<file path="src/rtl/program_loader.sv">
// program_loader: writer side of the program RAM.
// Takes a byte stream (valid/ready), reads a 16-bit big-endian word count,
// then assembles big-endian 16-bit instruction words and writes each one
// through the memory controller's write path. The execution driver stays
// disabled until a complete image has been written.
// Optional build macro: LOADER_CHECKSUM_EN adds a trailing checksum byte
// (XOR of all payload bytes) that must match before the image is accepted.
module program_loader #(
  parameter int unsigned ADDRESS_WIDTH = 16,
  parameter int unsigned DATA_WIDTH    = 16,
  parameter int unsigned MEMORY_DEPTH  = 64,
  parameter int unsigned BASE_ADDRESS  = 0
) (
  input  logic                     clock,
  input  logic                     reset,
  input  logic                     start,
  input  logic [7:0]               byte_in,
  input  logic                     byte_valid,
  output logic                     byte_ready,
  output logic                     mem_write,
  output logic [ADDRESS_WIDTH-1:0] mem_address,
  output logic [DATA_WIDTH-1:0]    mem_data,
  output logic [15:0]              words_written,
  output logic                     busy,
  output logic                     done,
  output logic                     error,
  output logic                     execution_enable
);

  typedef enum logic [3:0] {
    S_IDLE,
    S_LEN_HI,
    S_LEN_LO,
    S_DAT_HI,
    S_DAT_LO,
    S_WRITE,
    S_CHK,
    S_DONE,
    S_ERROR
  } state_t;

  localparam logic [ADDRESS_WIDTH-1:0] BASE = ADDRESS_WIDTH'(BASE_ADDRESS);

  state_t                   state_q, state_d;
  logic [15:0]              length_q, length_d;
  logic [7:0]               wordHi_q, wordHi_d;
  logic [ADDRESS_WIDTH-1:0] address_q, address_d;
  logic [DATA_WIDTH-1:0]    data_q, data_d;
  logic [15:0]              count_q, count_d;
  logic                     ready_q, memWrite_q, busy_q, done_q, error_q, execEnable_q;
`ifdef LOADER_CHECKSUM_EN
  logic [7:0]               checksum_q, checksum_d;
`endif

  logic        accept;
  logic [15:0] lengthFull;
  logic [15:0] countInc;

  assign accept     = byte_valid && ready_q;
  assign lengthFull = {length_q[15:8], byte_in};
  assign countInc   = count_q + 16'd1;

  // Next-state and datapath decisions; every transfer is qualified by accept.
  always_comb begin
    state_d   = state_q;
    length_d  = length_q;
    wordHi_d  = wordHi_q;
    address_d = address_q;
    data_d    = data_q;
    count_d   = count_q;
`ifdef LOADER_CHECKSUM_EN
    checksum_d = checksum_q;
`endif
    case (state_q)
      S_IDLE, S_DONE, S_ERROR: begin
        if (start) begin
          state_d = S_LEN_HI;
          count_d = '0;
`ifdef LOADER_CHECKSUM_EN
          checksum_d = '0;
`endif
        end
      end
      S_LEN_HI: begin
        if (accept) begin
          length_d = {byte_in, length_q[7:0]};
          state_d  = S_LEN_LO;
        end
      end
      S_LEN_LO: begin
        if (accept) begin
          length_d = lengthFull;
          if (lengthFull == 16'd0) begin
`ifdef LOADER_CHECKSUM_EN
            state_d = S_CHK;
`else
            state_d = S_DONE;
`endif
          end else if (32'(lengthFull) > MEMORY_DEPTH) begin
            state_d = S_ERROR;
          end else begin
            state_d = S_DAT_HI;
          end
        end
      end
      S_DAT_HI: begin
        if (accept) begin
          wordHi_d = byte_in;
`ifdef LOADER_CHECKSUM_EN
          checksum_d = checksum_q ^ byte_in;
`endif
          state_d = S_DAT_LO;
        end
      end
      S_DAT_LO: begin
        if (accept) begin
          data_d    = DATA_WIDTH'({wordHi_q, byte_in});
          address_d = BASE + ADDRESS_WIDTH'(count_q);
`ifdef LOADER_CHECKSUM_EN
          checksum_d = checksum_q ^ byte_in;
`endif
          state_d = S_WRITE;
        end
      end
      S_WRITE: begin
        count_d = countInc;
        if (countInc == length_q) begin
`ifdef LOADER_CHECKSUM_EN
          state_d = S_CHK;
`else
          state_d = S_DONE;
`endif
        end else begin
          state_d = S_DAT_HI;
        end
      end
`ifdef LOADER_CHECKSUM_EN
      S_CHK: begin
        if (accept) begin
          state_d = (byte_in == checksum_q) ? S_DONE : S_ERROR;
        end
      end
`endif
      default: state_d = S_IDLE;
    endcase
  end

  // State, datapath and output flags; flags are registered from the next state.
  always_ff @(posedge clock or posedge reset) begin
    if (reset) begin
      state_q      <= S_IDLE;
      length_q     <= '0;
      wordHi_q     <= '0;
      address_q    <= '0;
      data_q       <= '0;
      count_q      <= '0;
      ready_q      <= 1'b0;
      memWrite_q   <= 1'b0;
      busy_q       <= 1'b0;
      done_q       <= 1'b0;
      error_q      <= 1'b0;
      execEnable_q <= 1'b0;
`ifdef LOADER_CHECKSUM_EN
      checksum_q   <= '0;
`endif
    end else begin
      state_q      <= state_d;
      length_q     <= length_d;
      wordHi_q     <= wordHi_d;
      address_q    <= address_d;
      data_q       <= data_d;
      count_q      <= count_d;
      ready_q      <= state_d inside {S_LEN_HI, S_LEN_LO, S_DAT_HI, S_DAT_LO, S_CHK};
      memWrite_q   <= (state_d == S_WRITE);
      busy_q       <= !(state_d inside {S_IDLE, S_DONE, S_ERROR});
      done_q       <= (state_d == S_DONE);
      error_q      <= (state_d == S_ERROR);
      execEnable_q <= (state_d == S_DONE);
`ifdef LOADER_CHECKSUM_EN
      checksum_q   <= checksum_d;
`endif
    end
  end

  assign byte_ready       = ready_q;
  assign mem_write        = memWrite_q;
  assign mem_address      = address_q;
  assign mem_data         = data_q;
  assign words_written    = count_q;
  assign busy             = busy_q;
  assign done             = done_q;
  assign error            = error_q;
  assign execution_enable = execEnable_q;

endmodule

</file>
<file path="config.mk">
export PLATFORM = sky130hd
export DESIGN_NAME = program_loader
export DESIGN_NICKNAME = d
export VERILOG_FILES = /design/src/rtl/program_loader.sv
export SDC_FILE = /design/constraint.sdc
export NUM_CORES = 1
export LEC_CHECK = 0
export CORE_ASPECT_RATIO = 0.8
export CORE_MARGIN = 2
export CORE_UTILIZATION = 50
export DETAILED_ROUTE_END_ITERATION = 8
export MAX_ROUTING_LAYER = met4
export PLACE_DENSITY = 0.76
export RECOVER_POWER = 100
export SYNTH_ARGS = -nofsm -noshare
export SYNTH_HDL_FRONTEND = slang
export SYNTH_SLANG_ARGS = --single-unit
</file>
<file path="constraint.sdc">
create_clock -name clock -period 3.8 [get_ports clock]
set_input_delay 0.38 -clock clock [delete_from_list [all_inputs] [get_ports clock]]
set_output_delay 0.38 -clock clock [all_outputs]
set_load 0.005 [all_outputs]
</file>
* After elaboration in Yosys (flattened, before gate mapping)
Cells that the tools add are included.
** Cells by class
- Bitwise logic cells :: 2
- Equal/unequal tests :: 17
- Reduce and logical (&&, ||, !) cells :: 14
- Order comparisons :: 1
- Mux-type cells :: 14
- $add $sub $neg :: 1
** Operators with widths (number)
- $pmux 16 s2 :: 2
- $mux 16 :: 2
- $eq 4x3->1 const B :: 7
- $mux 4 :: 7
- $pmux 4 s6 :: 1
- $add 16x1->16 const B :: 1
- $eq 16x16->1 :: 1
- $eq 4x2->1 const B :: 4
- $gt 16x7->1 const B :: 1
- $logic_not 16->1 :: 1
- $eq 4x1->1 const B :: 2
- $eq 4x4->1 const B :: 2
- $logic_not 4->1 :: 2
- $mux 8 :: 1
- $reduce_and 2->1 :: 3
- $reduce_and 3->1 :: 2
- $reduce_bool 5->1 :: 1
- $mux 3 :: 1
- $reduce_bool 3->1 :: 1
- $reduce_or 3->1 :: 1
- $ne 2x2->1 const B :: 1
- $not 1->1 :: 2
- $reduce_bool 2->1 :: 1
- $logic_and 1x1->1 :: 1
- $logic_not 1->1 :: 1
** Storage, ports and cells
- Logic and storage cells :: 61
- Flip-flop bits (word level) :: 81
- Input port bits :: 12

* Logic depth before layout (Yosys ltp)
Gate-level depths: netlist of the first run.
- Depth after elaboration :: 8
- Depth in mapped cells :: 8

* Worst setup path after synthesis of the first run
OpenSTA, ideal clock, no wires.
- Path kind :: flip-flop to flip-flop
- Start point :: reg count_q[11] (netlist: words_written[11])
- End point :: reg busy_q (netlist: busy)
- Arrival time :: 2351 ps
- Setup slack :: 1324 ps
- Stages on the path, launching flop included :: 9
- Path buffers :: 1
- Clock period less this slack :: 2476 ps
- Required time :: 3675 ps
- Path through :: dfrtp_1 > buf_4 > nand2_1 > or3_1 > or4_4 > xnor2_2 > nand4_2 > o31ai_4 > mux2_4
** Between the ends
- Word-level cells in the longest chain between the ends :: 7
- Elaborated cells on any way between the ends :: 9
- Classes of those cells :: add/sub (1); eq/ne (3); mux (2); reduce/logical (3)
** RTL lines
- start: declaration :: RTL line 49 : logic [15:0] count_q, count_d;
- start signal: assignment :: RTL line 172 : count_q <= count_d;
- $add 16x1->16 * :: RTL line 61 : assign countInc = count_q + 16'd1;
- $eq 16x16->1 * :: RTL line 127 : if (countInc == length_q) begin
- $mux 3 * :: RTL line 127
- $pmux 4 s6 * :: RTL line 74 : case (state_q)
- via state_d[2] :: RTL line 44 : state_t state_q, state_d;
- $eq 4x3->1, or another cell as far along :: RTL line 175 : busy_q <= !(state_d inside {S_IDLE, S_DONE, S_ERROR});
- $reduce_bool 3->1 * :: RTL line 175
- $logic_not 1->1 * :: RTL line 175
- end signal: assignment :: RTL line 175
- end: declaration :: RTL line 50 : logic ready_q, memWrite_q, busy_q, done_q, error_q, execEnable_q;
Mark *: on every way through the listed nets, which the timed path passes. The rest lies on a longest branch.
A chain may end at the register's enable or synchronous reset.

* Worst setup path after layout of the first run
- Start point :: in byte_valid
- End point :: reg data_q[9] (netlist: mem_data[9])
** Between the ends
- Word-level cells in the longest chain between the ends :: 2
** RTL lines
- start: declaration :: RTL line 18 : input logic byte_valid,
- $logic_and 1x1->1 :: RTL line 59 : assign accept = byte_valid && ready_q;
- $reduce_and 2->1 (no source line)
- end signal: assignment :: RTL line 171 : data_q <= data_d;
- end: declaration :: RTL line 48 : logic [DATA_WIDTH-1:0] data_q, data_d;
Every way passes these cells.

==> flow_metrics.env, run 1 <==
export IMPL_run_status="complete, but fails checks"
export IMPL_violations="capacitance limit, slew limit"
export IMPL_synth_flop_cell="dfrtp_1"
export IMPL_clock_root_buffer="clkbuf_8"
export IMPL_worstPathRequired_ns=4.04
export IMPL_maxCapViolations=1
export IMPL_cp_start_kind="input pin"
export IMPL_ys_types=49
export IMPL_globalplace_congestion=0.9005
export IMPL_fin_skew_ns=0.01112
export IMPL_power_w=0.003146
export IMPL_cts_max_path_buffers=2
export IMPL_area_growth_pct=23.99
export IMPL_worst_pin_slew_ns=1.574
export IMPL_final_layout_size_suffix_gt1_frac=0.2130
export IMPL_timing_final_hold_violations=0
export IMPL_syn_num_nets=341
export IMPL_num_vias=2789
export IMPL_grt_pass1_vias=2635
export IMPL_cts_tree="yes"
export IMPL_initial_core_util=0.5195
export IMPL_grt_overflow=0
export IMPL_hpwl_um=5816
export IMPL_crit_fanout=20
export IMPL_period_share=0.7944
export IMPL_rsz0062_at_grt="false"
export IMPL_async_flop_share=1.000
export IMPL_synth_top_area_frac=0.5253
export IMPL_layout_commonest_cell="dfrtp_1"
export IMPL_final_cell_mix="dfrtp_1 (81), dlygate4sd3_1 (57), mux2_2 (56)"
export IMPL_slew_headroom=-0.04908
export IMPL_power_density_nw_per_um2=657.6
export IMPL_leakagePower_nw=2.078
export IMPL_hold_buffers=0
export IMPL_period_needed_ns=3.019
export IMPL_syn_inst=328
export IMPL_groute_usage_overall=0.2168
export IMPL_drt_initial_drc_count=146
export IMPL_dieWidth_um=102.2
export IMPL_cts_resized=0
export IMPL_htree_num_levels=3
export IMPL_grt_max_degree=32
export IMPL_antenna_found_initial=0
export IMPL_cts_clk_slew_worst_paths_ns=0.07
export IMPL_cts_sinks=81
export IMPL_die_h_um=82.58
export IMPL_critPathKind="input pin to flip-flop"
export IMPL_drt_total_wl_um=8161
export IMPL_synth_edf_count=0
export IMPL_hold_path_class="flip-flop to flip-flop"
export IMPL_antenna_cells=0
export IMPL_maxSlewViolCount=31
export IMPL_vias_per_cell=5.534
export IMPL_max_clock_freq_mhz=331.3
export IMPL_insertion_delay_ns=0.36
export IMPL_core_area_um2=7427
export IMPL_num_io_pins=66
export IMPL_end_kind="flip-flop"
export IMPL_drtPass1Iterations=4
export IMPL_routedWlPerCell_um=16.19
export IMPL_yosys_warnings=0
export IMPL_synthTopCellsByArea="dfrtp_1 (53%), mux2_2 (16%), xnor2_1 (4.5%), o21ai_0 (3.2%), nand2_1 (1.9%)"
export IMPL_vdd_drop_max_v=0.0003543
export IMPL_synth_area_um2=3859
export IMPL_layout_nets=407
export IMPL_syn_area_per_cell_um2=11.76
export IMPL_port_buffers=65
export IMPL_die_area_um2=8440
export IMPL_postCtsSetupRepairBufs=0
export IMPL_setup_violations=0
export IMPL_tns_ns=0
export IMPL_drtAntennaViolNets=0
export IMPL_num_rows=28
export IMPL_numCtsBuffers=9
export IMPL_seq_area_frac_synth=0.5253
export IMPL_grt_pass1_wl_um=13430
export IMPL_cp_arrival_ns=3.26
export IMPL_yosys_register_bits=81
export IMPL_synth_largest_area_cell="dfrtp_1"
export IMPL_drcViolationCount=0
==> where the power goes <==
part	switching (W)	internal [W]	leakage, nW
Combinational	0.000430	0.000662	0.949
Sequential	0.000232	0.00118	1.03
Clock	0.000306	0.000340	0.103
Total	0.000968	0.00218	2.08
==> worst paths after layout <==
kind,start,end,slack (ns),cells past startpoint
worst max-delay path,byte_valid,mem_data[9],0.78,6
worst min-delay path,mem_address[11],mem_address[11],0.50,1
worst max register to register,words_written[11],busy,0.79,7
worst min register to register,mem_address[11],mem_address[11],0.50,1
max in group asynchronous,reset,mem_address[8],1.06,3
min in group asynchronous,reset,mem_data[3],0.74,2
==> synthesized netlist by cell type, types with 2 or more instances <==
library cell / instances
xnor2_1: 20
nor2b_1: 2
nor4_1: 3
buf_4: 3
a22oi_1: 2
a21oi_1: 11
nand2_1: 20
clkbuf_1: 12
nor3_2: 2
mux2_2: 56
o31ai_1: 7
nor3_1: 5
mux2i_1: 2
nor2_1: 19
nor4_4: 2
nand3_1: 8
dfrtp_1: 81
a31oi_1: 4
inv_1: 4
nand2b_1: 4
nand3_2: 2
or3_1: 2
and2_1: 2
and3_1: 2
o21ai_0: 25
xor2_1: 4
nand3b_1: 2
==> flip-flops by register name, indices dropped and copies added, names as in the netlist <==
signal	flops
busy	1
byte_ready	1
error	1
execution_enable	1
length_q	16
mem_address	16
mem_data	16
mem_write	1
state_q	4
wordHi_q	8
words_written	16
==> cell type report <==
cell class                      instances  area (um2)
Clock inverter                          4       51.30
Timing Repair Buffer                   71       676.9
Fill cell                             618        2643
Multi-Input combinational cell        227        1727
Sequential cell                        81        2027
Clock buffer                           12       155.1
Tap cell                              105       131.4
Inverter                                4       16.27
==> logic make-up (layout without fill, tap and decap cells) <==
kind of cell               Yosys count  after routing  synth area share
muxes                               59             59            0.1725
DFF                                 81             81            0.5253
buffers and inverters               20             91           0.02269
and+or+nand+nor                     86             86            0.1294
xor gates and xnor gates            25             25           0.05869
adders and majority gates            1              1          0.003242
AOI/OAI and AO/OA                   56             56           0.08820
==> worst max-delay path, cell delays in order <==
cell	delay, ns
dlygate4sd3_1	0.54
nand2_1	0.08
nor2_1	0.26
and3_1	0.67
clkbuf_1	0.90
mux2_2	0.42
==> metal layers <==
layer	wire length, um	part of all wire	GRT usage	vias to the layer above
li1	-	-	-	1307
met3	469	0.057	0.06313	8
met4	68	0.0083	0.04800	0
met5	0	0	-	-
met1	3894	0.48	0.2949	1387
met2	3729	0.46	0.3257	87
==> through the flow <==
step	setup WS (ns)	util	std cells	cell area [um2]	hold WS, ns
3_3_place_gp	1.079	0.6230	488	4627	0.4802
2_1_floorplan	1.324	-	328	3859	0.4737
3_5_place_dp	1.060	0.6230	488	4627	0.4911
6_report	0.7812	0.6442	504	4785	0.4999
4_1_cts	1.027	0.6508	504	4833	0.3598
5_1_grt	0.4917	0.6442	504	4785	0.5133
(Power assumes the default switching activity.)
==> run 2, diff against run 1 <==
- clock period: 3.8 -> 3 ns (I/O delays scaled with it)
==> flow_metrics.env, run 2 (synthesized netlist as in run 1, its figures left out) <==
export IMPL_run_status="complete, but fails checks"
export IMPL_violations="capacitance limit, slew limit"
export IMPL_htree_num_levels=3
export IMPL_maxCapViolations=1
export IMPL_antenna_found_initial=0
export IMPL_pre_cts_ws_ns=0.3027
export IMPL_die_area_um2=8440
export IMPL_grt_pass1_vias=2579
export IMPL_globalplace_congestion=0.8976
export IMPL_drt_total_wl_um=8204
export IMPL_seqPwrFrac=0.441
export IMPL_dieWidth_um=102.2
export IMPL_cp_arrival_ns=2.97
export IMPL_p_comb_frac=0.347
export IMPL_routedWlPerCell_um=16.18
export IMPL_final_layout_size_suffix_gt1_frac=0.2139
export IMPL_drt_initial_drc_count=164
export IMPL_numCtsBuffers=9
export IMPL_worst_pin_slew_ns=2.066
export IMPL_vdd_drop_max_v=0.0004175
export IMPL_grt_pass1_wl_um=13390
export IMPL_drcViolationCount=0
export IMPL_grt_overflow=0
export IMPL_finalNonFillerCells=507
export IMPL_cts_sinks=81
export IMPL_timing_final_hold_violations=0
export IMPL_period_share=0.9140
export IMPL_dp_cells=491
export IMPL_slew_headroom=-0.3850
export IMPL_cp_slowest_cell="dfrtp_1"
export IMPL_cts_clk_slew_worst_paths_ns=0.08
export IMPL_reg2reg_depth=7
export IMPL_fin_skew_ns=0.006846
export IMPL_worstHoldPathCells=1
export IMPL_crit_fanout=9
export IMPL_antenna_cells=0
export IMPL_tns_ns=0
export IMPL_cts_resized=0
export IMPL_end_kind="flip-flop"
export IMPL_setup_ws_ns=0.2580
export IMPL_fillers=596
export IMPL_leakagePower_nw=2.081
export IMPL_layout_commonest_cell="dfrtp_1"
export IMPL_core_area_um2=7427
export IMPL_path_cells="nand2_1 > or3_1 > or4_4 > xnor2_1 > nand4_1 > o31ai_4 > mux2_4"
export IMPL_power_density_nw_per_um2=837.8
export IMPL_p_int_w=0.002806
export IMPL_hold_buffers=0
export IMPL_cts_tree="yes"
export IMPL_seq_area_um2=2027
export IMPL_period_needed_ns=2.742
export IMPL_postCtsSetupRepairBufs=0
export IMPL_cts_max_path_buffers=2
export IMPL_rsz0062_at_grt="false"
export IMPL_num_vias=2786
export IMPL_initial_core_util=0.5195
export IMPL_layout_nets=410
export IMPL_hpwl_um=5918
export IMPL_cp_slowest_stage_delay_ns=0.53
export IMPL_multiInputGateArea_um2=1730
export IMPL_critPathKind="flip-flop to flip-flop"
export IMPL_port_buffers=65
export IMPL_final_cell_mix="dfrtp_1 (81), mux2_2 (56), dlygate4sd3_1 (56)"
export IMPL_power_switching_w=0.001239
export IMPL_drtPass1Iterations=4
export IMPL_grt_max_degree=47
export IMPL_num_rows=28
export IMPL_groute_usage_overall=0.2179
export IMPL_die_h_um=82.58
export IMPL_area_growth_pct=25.13
export IMPL_worstPathRequired_ns=3.23
export IMPL_p_clk_frac=0.213
export IMPL_maxSlewViolCount=46
export IMPL_insertion_delay_ns=0.35
export IMPL_setup_violations=0
export IMPL_clock_root_buffer="clkbuf_8"
export IMPL_hold_path_class="flip-flop to flip-flop"
export IMPL_max_clock_freq_mhz=364.7
export IMPL_num_io_pins=66
export IMPL_switching_share=0.3063
export IMPL_cp_start_kind="flip-flop"
export IMPL_vias_per_cell=5.495
export IMPL_drtAntennaViolNets=0
-- run 2: per-layer routing --
metal | share of wire | routed length, um | GRT usage
met1 | 0.48 | 3975 | 0.3050
met2 | 0.46 | 3738 | 0.3197
met3 | 0.051 | 421 | 0.06397
met4 | 0.0083 | 68 | 0.04267
met5 | 0 | 0 | -
-- run 2: power by group through the flow --
stage	sequential [W]	combinational [W]	clock, W
final	0.00178	0.00140	0.000861
after floorplan	0.00173	0.000896	0
after global routing	0.00184	0.00154	0.000932
after CTS	0.00180	0.00152	0.000892
after global placement	0.00180	0.00147	0
after detailed placement	0.00182	0.00151	0
-- run 2: area by class of cell --
class | instances | area share
flip-flops and latches | 81 | 0.4198
well taps | 105 | 0.02721
multi-input cells | 227 | 0.3584
clock buffers | 10 | 0.02643
repair buffers | 74 | 0.1459
inverters | 4 | 0.003369
clock inverters | 6 | 0.01892
-- run 2: path summary, 6_finish.rpt --
kind / from / to / slack [ns]
max in group asynchronous: reset / state_q[3] / 1.12
hold reg to reg: mem_address[15] / mem_address[15] / 0.50
setup reg to reg: words_written[11] / busy / 0.26
setup / recovery: words_written[11] / busy / 0.26
min in group asynchronous: reset / mem_data[3] / 0.93
hold / removal: mem_address[15] / mem_address[15] / 0.50
-- run 2: metrics by stage --
stage | instance area (um2) | hold WS (ns) | util | total power [W]
final | 4828 | 0.5013 | 0.6501 | 0.004045
after global routing | 4828 | 0.5171 | 0.6501 | 0.004310
after CTS | 4868 | 0.4069 | 0.6555 | 0.004208
after detailed placement | 4649 | 0.4930 | 0.6260 | 0.003325
after global placement | 4649 | 0.4823 | 0.6260 | 0.003269
after floorplan | 3859 | 0.4506 | - | 0.002630
-- run 2: worst max-delay path: cells and delay by family, from the launching register on --
family / cells / cell delay [ns]
AOI/OAI and AO/OA: 1 / 0.36
xor gates and xnor gates: 1 / 0.16
DFF: 1 / 0.53
muxes: 1 / 0.33
and+or+nand+nor: 4 / 1.25
==> run 3, diff against run 2 <==
- CORE_UTILIZATION: 50 -> 30
- PLACE_DENSITY: 0.76 -> 0.5
==> flow_metrics.env, run 3 (synthesized netlist as in run 1, its figures left out) <==
export IMPL_run_status="complete, but fails checks"
export IMPL_violations="capacitance limit"
export IMPL_grt_pass1_vias=2883
export IMPL_core_area_um2=12730
export IMPL_setup_violations=0
export IMPL_cts_resized=0
export IMPL_reg2reg_depth=7
export IMPL_grt_overflow=0
export IMPL_port_buffers=65
export IMPL_period_share=0.9275
export IMPL_drcViolationCount=0
export IMPL_area_growth_pct=30.12
export IMPL_timing_final_hold_violations=0
export IMPL_tns_ns=0
export IMPL_fin_skew_ns=0.01030
export IMPL_worst_pin_slew_ns=1.485
export IMPL_placed_cell_area_um2=4776
export IMPL_fillers=1256
export IMPL_layout_commonest_cell="dfrtp_1"
export IMPL_routedWlPerCell_um=16.32
export IMPL_maxCapViolations=1
export IMPL_cts_max_path_buffers=2
export IMPL_leakagePower_nw=2.120
export IMPL_slew_headroom=0.004803
export IMPL_end_kind="flip-flop"
export IMPL_cts_clk_slew_worst_paths_ns=0.06
export IMPL_num_vias=2798
export IMPL_num_rows=37
export IMPL_drt_total_wl_um=9498
export IMPL_globalplace_congestion=0.8156
export IMPL_grt_pass1_wl_um=15400
export IMPL_final_cell_area_um2=5021
export IMPL_hold_buffers=0
export IMPL_period_needed_ns=2.782
export IMPL_antenna_cells=0
export IMPL_antenna_found_initial=0
export IMPL_hold_path_class="flip-flop to flip-flop"
export IMPL_dieWidth_um=130.8
export IMPL_postCtsSetupRepairBufs=0
export IMPL_cp_start_kind="flip-flop"
export IMPL_final_layout_size_suffix_gt1_frac=0.2187
export IMPL_clock_root_buffer="clkbuf_16"
export IMPL_worstPathRequired_ns=3.23
export IMPL_worstHoldPathCells=1
export IMPL_die_h_um=105.4
export IMPL_fin_util=0.3944
export IMPL_drt_initial_drc_count=153
export IMPL_setup_ws_ns=0.2176
export IMPL_die_area_um2=13790
export IMPL_numCtsBuffers=9
export IMPL_regToRegSetupSlack_ns=0.22
export IMPL_reg2reg_to="busy"
export IMPL_num_io_pins=66
export IMPL_seq_area_um2=2027
export IMPL_final_cell_mix="dfrtp_1 (81), mux2_2 (56), dlygate4sd3_1 (52)"
export IMPL_cts_tree="yes"
export IMPL_critPathKind="flip-flop to flip-flop"
export IMPL_r2r_start="words_written[11]"
export IMPL_cts_sinks=81
export IMPL_maxSlewViolCount=0
export IMPL_max_clock_freq_mhz=359.4
export IMPL_grt_max_degree=52
export IMPL_initial_core_util=0.3031
export IMPL_vdd_drop_max_v=0.0003747
export IMPL_insertion_delay_ns=0.34
export IMPL_hp_start="mem_address[5]"
export IMPL_groute_usage_overall=0.1539
export IMPL_fin_hold_ws_ns=0.4969
export IMPL_drtAntennaViolNets=0
export IMPL_crit_fanout=9
export IMPL_drtPass1Iterations=4
export IMPL_layout_nets=415
export IMPL_multiInputGateArea_um2=1735
export IMPL_vias_per_cell=4.808
export IMPL_hpwl_um=6959
export IMPL_pre_cts_ws_ns=0.2937
export IMPL_holdPathEnd="mem_address[5]"
export IMPL_htree_num_levels=3
export IMPL_power_density_nw_per_um2=853.0
export IMPL_cp_arrival_ns=3.01
export IMPL_rsz0062_at_grt="false"
run 3: worst max-delay path by stage:
stage	from	end	slack, ns	cells after the start
detailed placement	words_written[11]	busy	0.29	7
finish	words_written[11]	busy	0.22	7
floorplan	words_written[11]	busy	0.52	8
global route	words_written[11]	busy	0.10	7
CTS	words_written[11]	busy	0.29	7
global placement	words_written[11]	busy	0.39	7
run 3: stage by stage:
step                      total power, W  std cells
after floorplan                 0.002630        328
after global placement          0.003338        566
after detailed placement        0.003357        566
after CTS                       0.004459        582
after global routing            0.004581        582
final                           0.004283        582
run 3: cell type report:
class | instances | area share
flip-flops and latches | 81 | 0.4037
multi-input cells | 227 | 0.3456
repair buffers | 79 | 0.1463
clock buffers | 11 | 0.04635
well taps | 175 | 0.04361
clock inverters | 5 | 0.01121
inverters | 4 | 0.003239
run 3: report_power, final:
| group | leakage (nW) | switching (W) | total [W] | internal, W |
|---|---|---|---|---|
| clock network | 0.139 | 0.000433 | 0.00108 | 0.000643 |
| registers | 1.03 | 0.000288 | 0.00178 | 0.00149 |
| logic | 0.954 | 0.000575 | 0.00142 | 0.000850 |
run 3: worst max-delay path, stage by stage, from the launching register on:
cell	delay (ns)
dfrtp_1	0.51
nand2_1	0.15
or3_1	0.43
or4_1	0.57
xnor2_2	0.16
nand4_1	0.17
o31ai_4	0.35
mux2_4	0.33
run 3: layer usage:
layer / GRT usage / part of all wire / vias to the layer above
li1: - / - / 1326
met1: 0.2105 / 0.49 / 1388
met2: 0.2169 / 0.44 / 72
met3: 0.04772 / 0.058 / 12
met4: 0.05091 / 0.016 / 0
met5: - / 0 / -
